### config.mk
export PLATFORM = sky130hd
export DESIGN_NAME = load_cmd_sequencer
export DESIGN_NICKNAME = d
export VERILOG_FILES = /design/src/rtl/load_cmd_sequencer.sv
export SDC_FILE = /design/constraint.sdc
export NUM_CORES = 1
export LEC_CHECK = 0
export ABC_AREA = 1
export BUFFER_PORTS_ARGS = -buffer_cell sky130_fd_sc_hd__buf_4
export CORE_ASPECT_RATIO = 1.2
export CORE_MARGIN = 4
export CORE_UTILIZATION = 35
export CTS_BUF_LIST = sky130_fd_sc_hd__clkbuf_4
export DETAILED_ROUTE_END_ITERATION = 10
export PLACE_DENSITY_LB_ADDON = 0.08
export RECOVER_POWER = 50
export SLEW_MARGIN = 10
export SYNTH_ARGS = -nofsm -noshare
export SYNTH_HDL_FRONTEND = slang
export SYNTH_SLANG_ARGS = --single-unit
### constraint.sdc
create_clock -name clock -period 3.4 [get_ports clock]
set_clock_uncertainty 0.2 [all_clocks]
set_input_delay 0 -clock clock [delete_from_list [all_inputs] [get_ports clock]]
set_output_delay 0 -clock clock [all_outputs]
set_load 0.01 [all_outputs]
### src/rtl/load_cmd_sequencer.sv
// Command-ROM sequencer: fetches load descriptors, holds each on rom_ir until the
// memory controller completes it, and stops on an all-zero word or at the ROM end.
module load_cmd_sequencer #(
    parameter int ROM_AW = 6,
    parameter int IR_W   = 36
) (
    input  logic              clock,
    input  logic              reset,
    input  logic              start,
    input  logic              abort,
    output logic              rom_en,
    output logic [ROM_AW-1:0] rom_addr,
    input  logic [IR_W-1:0]   rom_data,
    output logic [IR_W-1:0]   rom_ir,
    output logic              cmd_valid,
    input  logic              load_done,
    output logic              busy,
    output logic              eop,
    output logic              err_overflow,
    output logic [ROM_AW:0]   cmd_count
);

    typedef enum logic [2:0] {
        IDLE,
        FETCH,
        CAPTURE,
        ISSUE,
        RELEASE,
        NEXT,
        DONE
    } state_t;

    localparam logic [ROM_AW-1:0] PTR_LAST  = '1;
    localparam logic [ROM_AW:0]   COUNT_MAX = {1'b1, {ROM_AW{1'b0}}};

    state_t            state;
    state_t            next_state;
    logic [ROM_AW-1:0] ptr;
    logic              resting;

    assign resting = (state == IDLE) || (state == DONE);

    always_ff @(posedge clock) begin
        if (!reset) begin
            state <= IDLE;
        end else begin
            state <= next_state;
        end
    end

    // The descriptor is classified straight off rom_data in CAPTURE so that
    // ISSUE is entered on the third cycle after start.
    always_comb begin
        next_state = state;
        if (abort && !resting) begin
            next_state = IDLE;
        end else begin
            case (state)
                IDLE, DONE: begin
                    if (start && !abort) next_state = FETCH;
                end
                FETCH:   next_state = CAPTURE;
                CAPTURE: begin
                    if (rom_data == '0)             next_state = DONE;
                    else if (rom_data[15:0] == '0)  next_state = NEXT;
                    else                            next_state = ISSUE;
                end
                ISSUE: begin
                    if (load_done) next_state = RELEASE;
                end
                RELEASE: begin
                    if (!load_done) next_state = NEXT;
                end
                NEXT: begin
                    if (ptr == PTR_LAST) next_state = DONE;
                    else                 next_state = FETCH;
                end
                default: next_state = IDLE;
            endcase
        end
    end

    always_comb begin
        rom_en    = (state == FETCH);
        rom_addr  = ptr;
        cmd_valid = (state == ISSUE);
        busy      = !resting;
    end

    always_ff @(posedge clock) begin
        if (!reset) begin
            ptr          <= '0;
            rom_ir       <= '0;
            eop          <= 1'b0;
            err_overflow <= 1'b0;
            cmd_count    <= '0;
        end else begin
            if (resting && next_state == FETCH) begin
                ptr          <= '0;
                cmd_count    <= '0;
                eop          <= 1'b0;
                err_overflow <= 1'b0;
            end
            if (state == CAPTURE && next_state == ISSUE) begin
                rom_ir <= rom_data;
            end
            if (state == CAPTURE && next_state == DONE) begin
                eop <= 1'b1;
            end
            if (state == NEXT && next_state != IDLE) begin
                if (cmd_count != COUNT_MAX) cmd_count <= cmd_count + 1'b1;
                if (next_state == DONE) err_overflow <= 1'b1;
                else                    ptr <= ptr + 1'b1;
            end
        end
    end

endmodule

# == Word level (Yosys, flattened, before mapping) ==
# Cells that the tools add are included.
# totals
reg_bits,54
# op_classes
n_addsub,2
eq_ne,11
muxes,19
n_reduce_logical,15
# op_table
operator,count
zero test 36 bit,1
two-way mux 3 bit,7
two-way mux 7 bit,3
two-way mux 6 bit,3
case mux 3 bit (6 select lines),1
zero test 16 bit,1
== test 3 bit (second input constant),4
== test 3 x 2 -> 1 bit (second input constant),3
adder 7 x 1 -> 7 bit (second input constant),1
!= test 7 bit (second input constant),1
adder 6 x 1 -> 6 bit (second input constant),1
== test 3 x 1 -> 1 bit (second input constant),2
== test 6 bit (second input constant),1
logical AND 1 bit,6
two-way mux 1 bit,5
zero test 3 bit,1
nonzero test 3 bit,1
zero test 1 bit,2
nonzero test 2 bit,1
OR reduction 2 bit,1
logical OR 1 bit,1

# == Longest topological paths before layout ==
# logic_depth
depth_word,10
depth_mapped,14

# == Least setup slack after synthesis ==
# No wires, ideal clock.
# synth_timing
path_type,register to register
startpoint,"reg ptr[0], in the netlist rom_addr[0]"
endpoint,reg cmd_count[6]
setup_ns,0.132
arrival_time_ns,1.711
required_time_ns,3.068
slack_ns,1.356
path_stages_with_launch,12
path_buffers,1
path_cell_list,dfxtp_1 -> ha_1 -> nand3_1 -> nor3_2 -> nor2_1 -> a21oi_4 -> inv_2 -> nand3_4 -> nand2_4 -> buf_6 -> nand2_1 -> a21oi_1
# synth_between
elab_chain_len,9
elab_cells_between_ends,11
classes_between,eq/ne: 2; mux: 6; reduce/logical: 3
# synth_lines
element,line_no,source
"start, declared",38,logic [ROM_AW-1:0] ptr;
"start signal, assigned",113,else ptr <= ptr + 1'b1;
== test 6 bit (*),75,if (ptr == PTR_LAST) next_state = DONE;
two-way mux 3 bit (*),75,
case mux 3 bit (6 select lines) (*),58,case (state)
two-way mux 3 bit (*),55,if (abort && !resting) begin
== test 3 x 1 -> 1 bit,98,if (resting && next_state == FETCH) begin
logical AND 1 bit,98,
two-way mux 7 bit,98,
two-way mux 7 bit,111,if (cmd_count != COUNT_MAX) cmd_count <= cmd_count + 1'b1;
two-way mux 7 bit (*),110,if (state == NEXT && next_state != IDLE) begin
"end signal, assigned",111,
"end, declared",20,output logic [ROM_AW:0] cmd_count
# Every way passes the cells marked *; elsewhere a longest branch is shown, timed or not.
# A chain may end at the register's enable or synchronous reset.

# == Final worst setup path ==
# layout_timing
startpoint,in start
endpoint,reg rom_ir[27]
# layout_between
elab_chain_len,6
# layout_lines
element,line_no,source
"start, declared",9,"input logic start,"
logical AND 1 bit,60,if (start && !abort) next_state = FETCH;
two-way mux 3 bit,60,
case mux 3 bit (6 select lines),58,
two-way mux 3 bit,55,
== test 3 x 2 -> 1 bit,104,if (state == CAPTURE && next_state == ISSUE) begin
logical AND 1 bit,104,
"end signal, assigned",105,rom_ir <= rom_data;
"end, declared",14,"output logic [IR_W-1:0] rom_ir,"
# No other way between the ends.

==> results.json <==
{
  "hold_violations": 0,
  "synth_flop_cell": "dfxtp_1",
  "status": "finished clean",
  "io_pins": 95,
  "synthDistinctLibCells": 28,
  "clkTransAtPathRegs_ns": 0.15,
  "synth.most_common_cell": "inv_1",
  "die_width_um": 88.7,
  "wl_per_cell_um": 12.3,
  "synthCells": 404,
  "syn_nets": 448,
  "holdPathEnd": "state[2]",
  "slew_violations": 0,
  "grt_max_degree": 73,
  "area_growth_pct": 50.8,
  "cts_hold_repair.buffers": 74,
  "clk_latency_ns": 0.37,
  "whs_path_depth": 6,
  "max_slew_margin_pct": 36.6,
  "avgViaCountPerCell": 4.65,
  "reg2reg_to": "rom_ir[27]",
  "cts_tree": "built",
  "first_pass_iters": 4,
  "min_path_type": "in -> reg",
  "tns_ns": 0,
  "dieArea_um2": 9290,
  "place_congestion": 0.795,
  "post-dp-hpwl_um": 5360,
  "htreeDepth": 2,
  "grt_pass1_wl_um": 13300,
  "yosysSeqAreaShare_pct": 39.5,
  "num_antenna_cells": 0,
  "rsz0062_at_grt": "no",
  "n_fill_cell": 798,
  "fin_crit_sh_pct": 92.6,
  "setup_viol": 0,
  "min_from": "abort",
  "antenna_found_initial": 0,
  "nNetsFinal": 608,
  "post-synth-top-area-cell": "dfxtp_1",
  "fin_util_pct": 53.8,
  "core_um2": 7660,
  "ys_top_cells_by_area": "dfxtp_1 40%, a21oi_1 9.3%, inv_1 9.3%",
  "yosys_warnings": 0,
  "grt_pass1_vias": 3000,
  "syn_area_per_cell_um2": 6.77,
  "track_usage_pct": 17.6,
  "rows": 35,
  "initial_core_util_pct": 35.7,
  "gr-total-overflow": 0,
  "rr_startpoint": "state[2]",
  "yosys_register_bits": 54,
  "rrSetupSlack_ns": 0.41,
  "initialDrtViolationCount": 142,
  "synth-edff-count": 0,
  "routed_wl_um": 8110,
  "max_freq_mhz": 318,
  "final_antenna_net_count": 0,
  "post_cts_buffers": 0,
  "drive_gt1_share_pct": 12.0,
  "required_ns": 3.52,
  "r2r_cells": 12,
  "async_flop_share_pct": 0,
  "cp.arrival_ns": 3.27,
  "crit_fanout": 72,
  "min_period_ns": 3.15,
  "portBuffers": 94,
  "clockBufferDepth": 2,
  "cts_resized": 0,
  "maxCapViolCount": 0,
  "cts-root-buf": "clkbuf_4",
  "ir_drop_v": 0.000191,
  "numClockSinks": 54,
  "cts_buffers": 5,
  "crit_type": "in -> reg",
  "synth_top_area_share_pct": 39.5,
  "ys_top_cells_by_count": "68 x inv_1, 62 x nand2_1, 54 x dfxtp_1",
  "startpoint_type": "input port",
  "dieHeight_um": 105,
  "tightest_slew_ns": 0.943,
  "p_leak_nw": 1.67,
  "route.detailed.drc": 0,
  "power_density_nw_per_um2": 427,
  "num_vias": 3052,
  "netlist_area_um2": 2730,
  "crit_path_end_kind": "flip-flop"
}
[sequential cells by signal (all words and copies together), names as in the netlist]
name,cells
rom_ir,36
cmd_count,7
rom_addr,6
state,3
eop,1
err_overflow,1
[cell type report]
cell class / count / area, um^2 / share of cell area (%)
Sequential cell: 54 / 1080 / 26.2
Tap cell: 92 / 115 / 2.79
Clock buffer: 5 / 37.5 / 0.910
Timing Repair Buffer: 169 / 1260 / 30.6
Clock inverter: 3 / 63.8 / 1.55
Multi-Input combinational cell: 262 / 1290 / 31.4
Inverter: 72 / 270 / 6.56
[per-stage QoR]
step / setup WS, ns / hold slack [ns] / power [mW] / instances / area, um^2
floorplan: 1.36 / -0.0251 / 1.12 / 404 / 2730
global placement: 1.03 / 0.0806 / 1.30 / 575 / 3480
detailed placement: 1.05 / 0.0816 / 1.29 / 575 / 3480
CTS: 0.302 / 0.0162 / 1.81 / 657 / 4320
global route: 0.0351 / 0.0783 / 1.87 / 657 / 4120
finish: 0.252 / 0.0345 / 1.76 / 657 / 4120
[cell usage in the layout (no fill, tap or decap)]
master	instances
a21oi_1	51
clkinv_1	2
dfxtp_1	54
dlygate4sd3_1	74
nor2_2	1
nor3_1	2
clkbuf_4	5
nor2_1	48
a21oi_4	1
nand3_1	32
nand2_1	62
nand3_2	1
nand2_4	1
o21bai_1	1
nand2_2	4
inv_1	69
nand3_4	1
nor3_2	2
or2_2	3
o21ai_1	8
inv_2	2
nor4_1	1
bufinv_16	2
ha_1	3
buf_4	44
nand4_2	1
clkbuf_1	51
o21ai_0	31
xor2_1	8
[metal layers]
layer  track usage (%)  up-vias  share of wire [%]
li1                  -     1590                  -
met1              20.5     1384                 42
met2              31.7       67                 51
met3              3.00       11                5.1
met4              5.83        0                1.6
met5                 0        -                  0
[critical path: stages]
cell	delay, ns
dlygate4sd3_1	0.54
buf_4	0.13
nand2_1	0.08
dlygate4sd3_1	0.57
nand2_1	0.06
nand2_2	0.10
nand3_1	0.11
nor2_1	0.11
nand2_1	0.10
nand4_2	0.07
buf_4	0.52
o21ai_0	0.15
dlygate4sd3_1	0.59
a21oi_1	0.12
[worst max-delay path by stage]
stage                           start      endpoint
final                           start    rom_ir[27]
after global routing            start     rom_ir[7]
after global placement    rom_addr[0]   rom_addr[3]
after detailed placement  rom_addr[0]   rom_addr[3]
after CTS                       start    rom_ir[30]
after floorplan           rom_addr[0]  cmd_count[6]
[kinds of logic after synthesis]
group,Yosys count,share of synthesized area [%]
AOI/OAI and AO/OA,92,17.5
xor gates and xnor gates,8,2.56
adders and majority gates,3,1.37
buffers and inverters,88,13.0
DFF,54,39.5
and+or+nand+nor,159,26.1
[power breakdown]
| group | switching, mW | internal, mW | total (mW) |
|---|---|---|---|
| registers | 0.0306 | 0.673 | 0.703 |
| clock network | 0.207 | 0.227 | 0.434 |
| logic | 0.396 | 0.226 | 0.622 |
| total | 0.634 | 1.13 | 1.76 |
Power figures use the tool's default switching activity.
